[src/rtl/cpu_datapath.sv]
// 8-bit accumulator datapath: PC, MAR, 16x8 RAM, IR, A, B, OUT and ALU around a
// single muxed internal bus. Every load samples the bus as it stood before the edge.
module cpu_datapath (
    input  logic        clk,
    input  logic        rst_n,
    input  logic [14:0] ctrl,
    input  logic        prog_we,
    input  logic [3:0]  prog_addr,
    input  logic [7:0]  prog_data,
    output logic [3:0]  opcode,
    output logic [7:0]  out_value,
    output logic        cf,
    output logic        zf,
    output logic [7:0]  bus_value,
    output logic        bus_conflict
);

    logic cp, ep, lp;
    logic ld_mar_addr, ld_mar_data;
    logic ram_oe, ram_we;
    logic ld_ir, ir_oe;
    logic ld_a, a_oe;
    logic alu_sub, alu_oe;
    logic ld_b, ld_out;

    // Active-low control bits are inverted here so the rest of the block reads positively.
    assign cp          = ctrl[14];
    assign ep          = ctrl[13];
    assign lp          = ctrl[12];
    assign ld_mar_addr = ~ctrl[11];
    assign ld_mar_data = ~ctrl[10];
    assign ram_oe      = ~ctrl[9];
    assign ram_we      = ~ctrl[8];
    assign ld_ir       = ~ctrl[7];
    assign ir_oe       = ~ctrl[6];
    assign ld_a        = ~ctrl[5];
    assign a_oe        = ctrl[4];
    assign alu_sub     = ctrl[3];
    assign alu_oe      = ctrl[2];
    assign ld_b        = ~ctrl[1];
    assign ld_out      = ~ctrl[0];

    logic [3:0] pc_reg;
    logic [3:0] mar_addr_reg;
    logic [7:0] mar_data_reg;
    logic [7:0] ir_reg;
    logic [7:0] a_reg;
    logic [7:0] b_reg;
    logic [7:0] out_reg;
    logic       cf_reg;
    logic       zf_reg;
    logic [7:0] ram_reg [16];

    logic [7:0] ram_rdata;
    logic [8:0] alu_r;
    logic [7:0] alu_b;
    logic [2:0] n_src;
    logic [15:0] word_we;
    logic [7:0]  word_wdata;

    assign ram_rdata = ram_reg[mar_addr_reg];

    // Subtraction is A + ~B + 1, so r[8] is the "no borrow" flag.
    assign alu_b = alu_sub ? ~b_reg : b_reg;
    assign alu_r = {1'b0, a_reg} + {1'b0, alu_b} + {8'h00, alu_sub};

    always_comb begin
        bus_value = 8'h00;
        if (ram_oe)
            bus_value = ram_rdata;
        else if (ir_oe)
            bus_value = {4'h0, ir_reg[3:0]};
        else if (a_oe)
            bus_value = a_reg;
        else if (alu_oe)
            bus_value = alu_r[7:0];
        else if (ep)
            bus_value = {4'h0, pc_reg};
    end

    assign n_src = {2'b00, ram_oe} + {2'b00, ir_oe} + {2'b00, a_oe}
                 + {2'b00, alu_oe} + {2'b00, ep};
    assign bus_conflict = (n_src > 3'd1);

    // The program-load port owns the RAM write for its cycle; nLr is dropped then.
    assign word_wdata = prog_we ? prog_data : mar_data_reg;
    generate
        for (genvar gi = 0; gi < 16; gi++) begin : g_word_we
            assign word_we[gi] = prog_we ? (prog_addr == 4'(gi))
                                         : (ram_we && (mar_addr_reg == 4'(gi)));
        end
    endgenerate

    always_ff @(posedge clk or negedge rst_n) begin
        if (!rst_n) begin
            for (int i = 0; i < 16; i++)
                ram_reg[i] <= 8'h00;
        end else begin
            for (int i = 0; i < 16; i++)
                if (word_we[i])
                    ram_reg[i] <= word_wdata;
        end
    end

    always_ff @(posedge clk or negedge rst_n) begin
        if (!rst_n) begin
            pc_reg       <= 4'h0;
            mar_addr_reg <= 4'h0;
            mar_data_reg <= 8'h00;
            ir_reg       <= 8'h00;
            a_reg        <= 8'h00;
            b_reg        <= 8'h00;
            out_reg      <= 8'h00;
            cf_reg       <= 1'b0;
            zf_reg       <= 1'b0;
        end else begin
            if (lp)
                pc_reg <= bus_value[3:0];
            else if (cp)
                pc_reg <= pc_reg + 4'h1;
            if (ld_mar_addr)
                mar_addr_reg <= bus_value[3:0];
            if (ld_mar_data)
                mar_data_reg <= bus_value;
            if (ld_ir)
                ir_reg <= bus_value;
            if (ld_a)
                a_reg <= bus_value;
            if (ld_b)
                b_reg <= bus_value;
            if (ld_out)
                out_reg <= bus_value;
            if (alu_oe) begin
                cf_reg <= alu_r[8];
                zf_reg <= (alu_r[7:0] == 8'h00);
            end
        end
    end

    assign opcode    = ir_reg[7:4];
    assign out_value = out_reg;
    assign cf        = cf_reg;
    assign zf        = zf_reg;

endmodule

[config.mk]
export PLATFORM = sky130hd
export DESIGN_NAME = cpu_datapath
export DESIGN_NICKNAME = d
export VERILOG_FILES = /design/src/rtl/cpu_datapath.sv
export SDC_FILE = /design/constraint.sdc
export NUM_CORES = 1
export LEC_CHECK = 0
export CORE_MARGIN = 2
export CORE_UTILIZATION = 45
export DETAILED_ROUTE_END_ITERATION = 6
export HOLD_SLACK_MARGIN = 0.03
export SLEW_MARGIN = 20
export SYNTH_ARGS = -nofsm -noshare
export SYNTH_HDL_FRONTEND = slang
export SYNTH_SLANG_ARGS = --single-unit
[constraint.sdc]
create_clock -name clk -period 3.37 [get_ports clk]
set_clock_uncertainty 0.1 [all_clocks]
set_input_delay 0.337 -clock clk [delete_from_list [all_inputs] [get_ports clk]]
set_output_delay 0.337 -clock clk [all_outputs]
set_load 0.05 [all_outputs]
# After elaboration in Yosys (flattened, before gate mapping)
# Cells that the tools add are included.
[totals]
latchBits = 0
rom_bits = 0
inputBits = 30
ram_bits = 0
memories = 0
register_bits = 178
[op_classes]
n_eq_ne = 30
addsub = 7
order_cmp = 2
n_bitwise = 5
muxes = 28
n_reduce_logical = 20
shift = 0
mul = 0
div_mod_pow = 0
[op_table]
columns = ["cell", "count"]
rows = [
  ["4-bit == test, second input constant", 16],
  ["8-bit two-way mux", 8],
  ["8-bit binary-select mux with 4-bit select", 1],
  ["4-bit by 3-bit == test with 1-bit output, second input constant", 8],
  ["4-bit by 2-bit == test with 1-bit output, second input constant", 4],
  ["1-bit logical AND", 16],
  ["1-bit two-way mux", 16],
  ["4-bit two-way mux", 3],
  ["8-bit by 8-bit adder with 9-bit output", 1],
  ["9-bit by 1-bit adder with 9-bit output", 1],
  ["4-bit by 1-bit == test with 1-bit output, second input constant", 2],
  ["4-bit zero test", 2],
  ["8-bit zero test", 1],
  ["8-bit inverter", 1],
  ["3-bit by 1-bit adder with 3-bit output", 2],
  ["5-bit greater-or-equal comparator, second input constant", 1],
  ["4-bit inverter with 5-bit output", 1],
  ["4-bit by 1-bit adder with 4-bit output, second input constant", 1],
  ["2-bit by 1-bit adder with 3-bit output", 1],
  ["3-bit by 1-bit greater-than comparator with 1-bit output, second input constant", 1],
  ["1-bit inverter", 3],
  ["1-bit by 1-bit adder with 2-bit output", 1],
  ["2-bit nonzero test", 1],
]

# Longest topological paths before layout
[logic_depth]
ltp_word = 9
mapped_depth = 10

# Least setup slack after synthesis
# No wires, ideal clock.
[synth_path]
path_type = "input-to-output"
from = "input port ctrl[3]"
to = "output port bus_value[6]"
n_path_buf = 2
arrival_time_ps = 2592
setup_slack_ps = 341
cell_stages = 10
cell_sequence = "buf_2 -> xor2_1 -> inv_1 -> fa_1 -> nor2b_1 -> o2111a_1 -> nor3_1 -> and4b_1 -> clkbuf_1 -> o21ai_0"
[synth_via]
elab_chain_len = 7
[synth_rtl]
columns = ["item", "line", "text"]
rows = [
  ["start, declared", "6", "input logic [14:0] ctrl,"],
  ["8-bit two-way mux", "64", "assign alu_b = alu_sub ? ~b_reg : b_reg;"],
  ["8-bit by 8-bit adder with 9-bit output", "65", "assign alu_r = {1'b0, a_reg} + {1'b0, alu_b} + {8'h00, alu_sub};"],
  ["9-bit by 1-bit adder with 9-bit output *", "65", ""],
  ["8-bit two-way mux *", "75", "else if (alu_oe)"],
  ["8-bit two-way mux *", "73", "else if (a_oe)"],
  ["8-bit two-way mux *", "71", "else if (ir_oe)"],
  ["8-bit two-way mux *", "69", "if (ram_oe)"],
  ["end, declared", "14", "output logic [7:0] bus_value,"],
]
# Every way passes the cells marked *; elsewhere a longest branch is shown, timed or not.

# Worst setup path after layout
[layout_path]
from = "input port ctrl[3]"
to = "output port bus_value[7]"
# The elaborated chain is that of the path after synthesis.

==> impl_metrics.toml <==
[critical_path]
required_ns = 2.93
critPathLaunchType = "primary input"
path_max_fanout = 8
path_class = "in -> out"
cp.arrival_ns = 2.89
cp-end-kind = "primary output"

[power]
total_power_w = 0.0113
total_leakage_power_nw = 4.42
irDropWorstVdd_mv = 0.430
power.density_nw_per_um2 = 1090

[synth]
postSynthAreaPerCell_um2 = 10.7
netlist_area_um2 = 8730
synth_top_area_share_pct = 51.0
synth_xor_area_share_pct = 1.40
yosysWarnings = 0
postSynthCellCount = 820
synthMuxAreaShare_pct = 12.6
synth.distinct_cells = 64
ys_ff_latch = 178
synthesis.nets = 863
synth_top_family_by_area = "compound AO/OA/AOI/OAI gates"
synth-simple-area-share_pct = 11.7
synth_area_leader_cell = "dfrtp_1"
synth_compound_area_share_pct = 16.8
synth-async-reset-ratio_pct = 100
ys.flop_type = "dfrtp_1"
synth_area_leaders = "dfrtp_1 (51%), a21oi_1 (7.3%), mux4_2 (7.0%)"
synthAdderAreaFrac_pct = 2.03
ys_seq_area_share_pct = 51.0
synth_edf_count = 0

[timing]
finalSetupTns_ns = 0
grt_setup_unrepaired = "yes"
tightestPinTransition_ns = 1.03
drv_slew = 0
min_period_ns = 3.33
setup_viol = 0
period_share_pct = 98.8
hold_viol_final = 0
fmax_ghz = 0.300
hold_ws_ns = 0.382
relSlewSlack_pct = 31.4

[floorplan]
die_x_um = 143
die_y_um = 143
coreArea_um2 = 18900
dieArea_um2 = 20500
initial_core_util_pct = 46.2
io_pins = 53
rows = 50

[clocking]
cts_root_buffer = "clkbuf_16"
clk_pin_slew_ns = 0.07
cts_inserted_buffers = 17
clock_path_buffers = 2
cts.sink_count = 178
htree_num_levels = 4
cts_tree = "done"
worstSkewPairLatency_ns = 0.43

[routing]
routed.top_layer = "met4"
first_iter_violations = 528
ant_nets = 0
route.detailed.wl_per_inst_um = 20.3
vias_per_cell = 5.67
wl_met2_um = 11300
met3_length_um = 1190
drc = 0
dr_total_vias = 6570
postRouteWirelength_um = 23600
wl_met1_um = 10700
first_pass_iters = 5

[global_routing]
grt-ovfl-total = 0
grt_pass1_wl_um = 37700
antenna_found_initial = 0
grt_max_degree = 90
grt_pass1_vias = 6763
grt_usage_pct = 24.4

[placed_design]
dp_cells = 1127
place.gp.congestion = 0.929
dp.final_hpwl_um = 16500
port_buffers = 52

[status]
run_status = "complete, no violations"

[finish]
diodes = 0
layout-drive-gt1-share_pct = 15.7
syn_to_final_growth_pct = 18.5
fin_nets = 931
multi_input_area_um2 = 3960
utilization_pct = 54.8
final_cells = 1159
nFillCells = 1688
largest_reg_flops = 128
seq_area_um2 = 4460

[min_path]
hp-class = "reg -> reg"

[run]
cap_violations = 0
## critical path: stages
cell,delay [ns]
clkdlybuf4s50_1,0.48
buf_6,0.17
xor2_2,0.18
ha_1,0.28
a21o_1,0.24
a221oi_4,0.33
a2111oi_0,0.16
o31ai_1,0.25
buf_4,0.21
nand2_1,0.07
buf_4,0.19
## synth_stat cells, types with 4 or more instances
cell and instances:
mux4_2 27, mux2_4 5, nor2_1 156, o22ai_4 4, buf_1 7, ha_1 11
a22oi_1 8, xor2_1 10, dfrtp_1 178, buf_4 13, nand2b_1 6, nand2_1 32
xnor2_1 4, a2bb2oi_1 15, mux4_1 5, a31oi_1 12, nor2b_1 10, buf_2 15
o22ai_1 10, clkbuf_1 12, nand3b_1 6, a21oi_1 128, inv_1 30, mux2i_1 25
o21ai_0 25
## path summary, 6_finish.rpt
check                                      from         endpoint  slack, ns  depth (start not counted)
worst max register to register         b_reg[0]               zf       0.57                          8
worst min-delay path            mar_data_reg[2]  mar_data_reg[2]       0.38                          2
min in group asynchronous                 rst_n     ram_reg[117]       0.44                          2
worst max-delay path                    ctrl[3]     bus_value[7]       0.04                         11
max in group asynchronous                 rst_n      ram_reg[56]       1.85                          3
worst min register to register  mar_data_reg[2]  mar_data_reg[2]       0.38                          2
## repair_timing
action | CTS | global route
setup endpoints to repair | 1 | 4
buffers inserted | 0 | 1
hold endpoints to repair | 85 | 0
pin swaps | 1 | 2
hold buffers | 1 | 0
gates resized for setup | 3 | 6
## layout make-up
cell class	instances	share of cell area [%]
clock inverter	12	1.09
multi-input combinational	562	38.2
sequential	178	43.0
clock buffer	18	4.15
tap	260	3.14
timing repair buffer	99	9.26
inverter	30	1.09
## stage by stage
stage | worst slack [ns] | area, um2
finish | 0.0393 | 10400
global route | -0.0289 | 10400
CTS | 0.0185 | 10300
detailed placement | -0.0254 | 9740
global placement | 0.0510 | 9740
floorplan | 0.341 | 8730
## report_power, final
group / internal [W] / switching [W] / total [W]
clock network: 0.00101 / 0.000834 / 0.00185
logic: 0.00250 / 0.00304 / 0.00554
registers: 0.00320 / 0.000735 / 0.00394
## logic make-up (layout without fill, tap and decap cells)
| kind of cell | Yosys count | after routing |
|---|---|---|
| AOI/OAI and AO/OA | 235 | 235 |
| and+or+nand+nor | 235 | 235 |
| DFF | 178 | 178 |
| buffers and inverters | 80 | 159 |
| muxes | 65 | 65 |
| xor gates and xnor gates | 14 | 14 |
| adders and majority gates | 13 | 13 |
## layout by cell type, fill, tap and decap left out, drive strengths merged, types with 14 or more instances in the layout
| master | instances |
|---|---|
| a2bb2oi | 15 |
| buf | 56 |
| mux4 | 32 |
| clkbuf | 18 |
| mux2i | 25 |
| o22ai | 14 |
| inv | 32 |
| clkdlybuf4s50 | 42 |
| a21oi | 128 |
| nand2 | 33 |
| nor2 | 156 |
| o21ai | 29 |
| dfrtp | 178 |
## per-layer routing
metal	track usage (%)	vias to the layer above
li1	-	3067
met1	34.4	3283
met2	39.1	194
met3	4.90	26
met4	6.35	0
met5	0	-
Power figures use the tool's default switching activity.
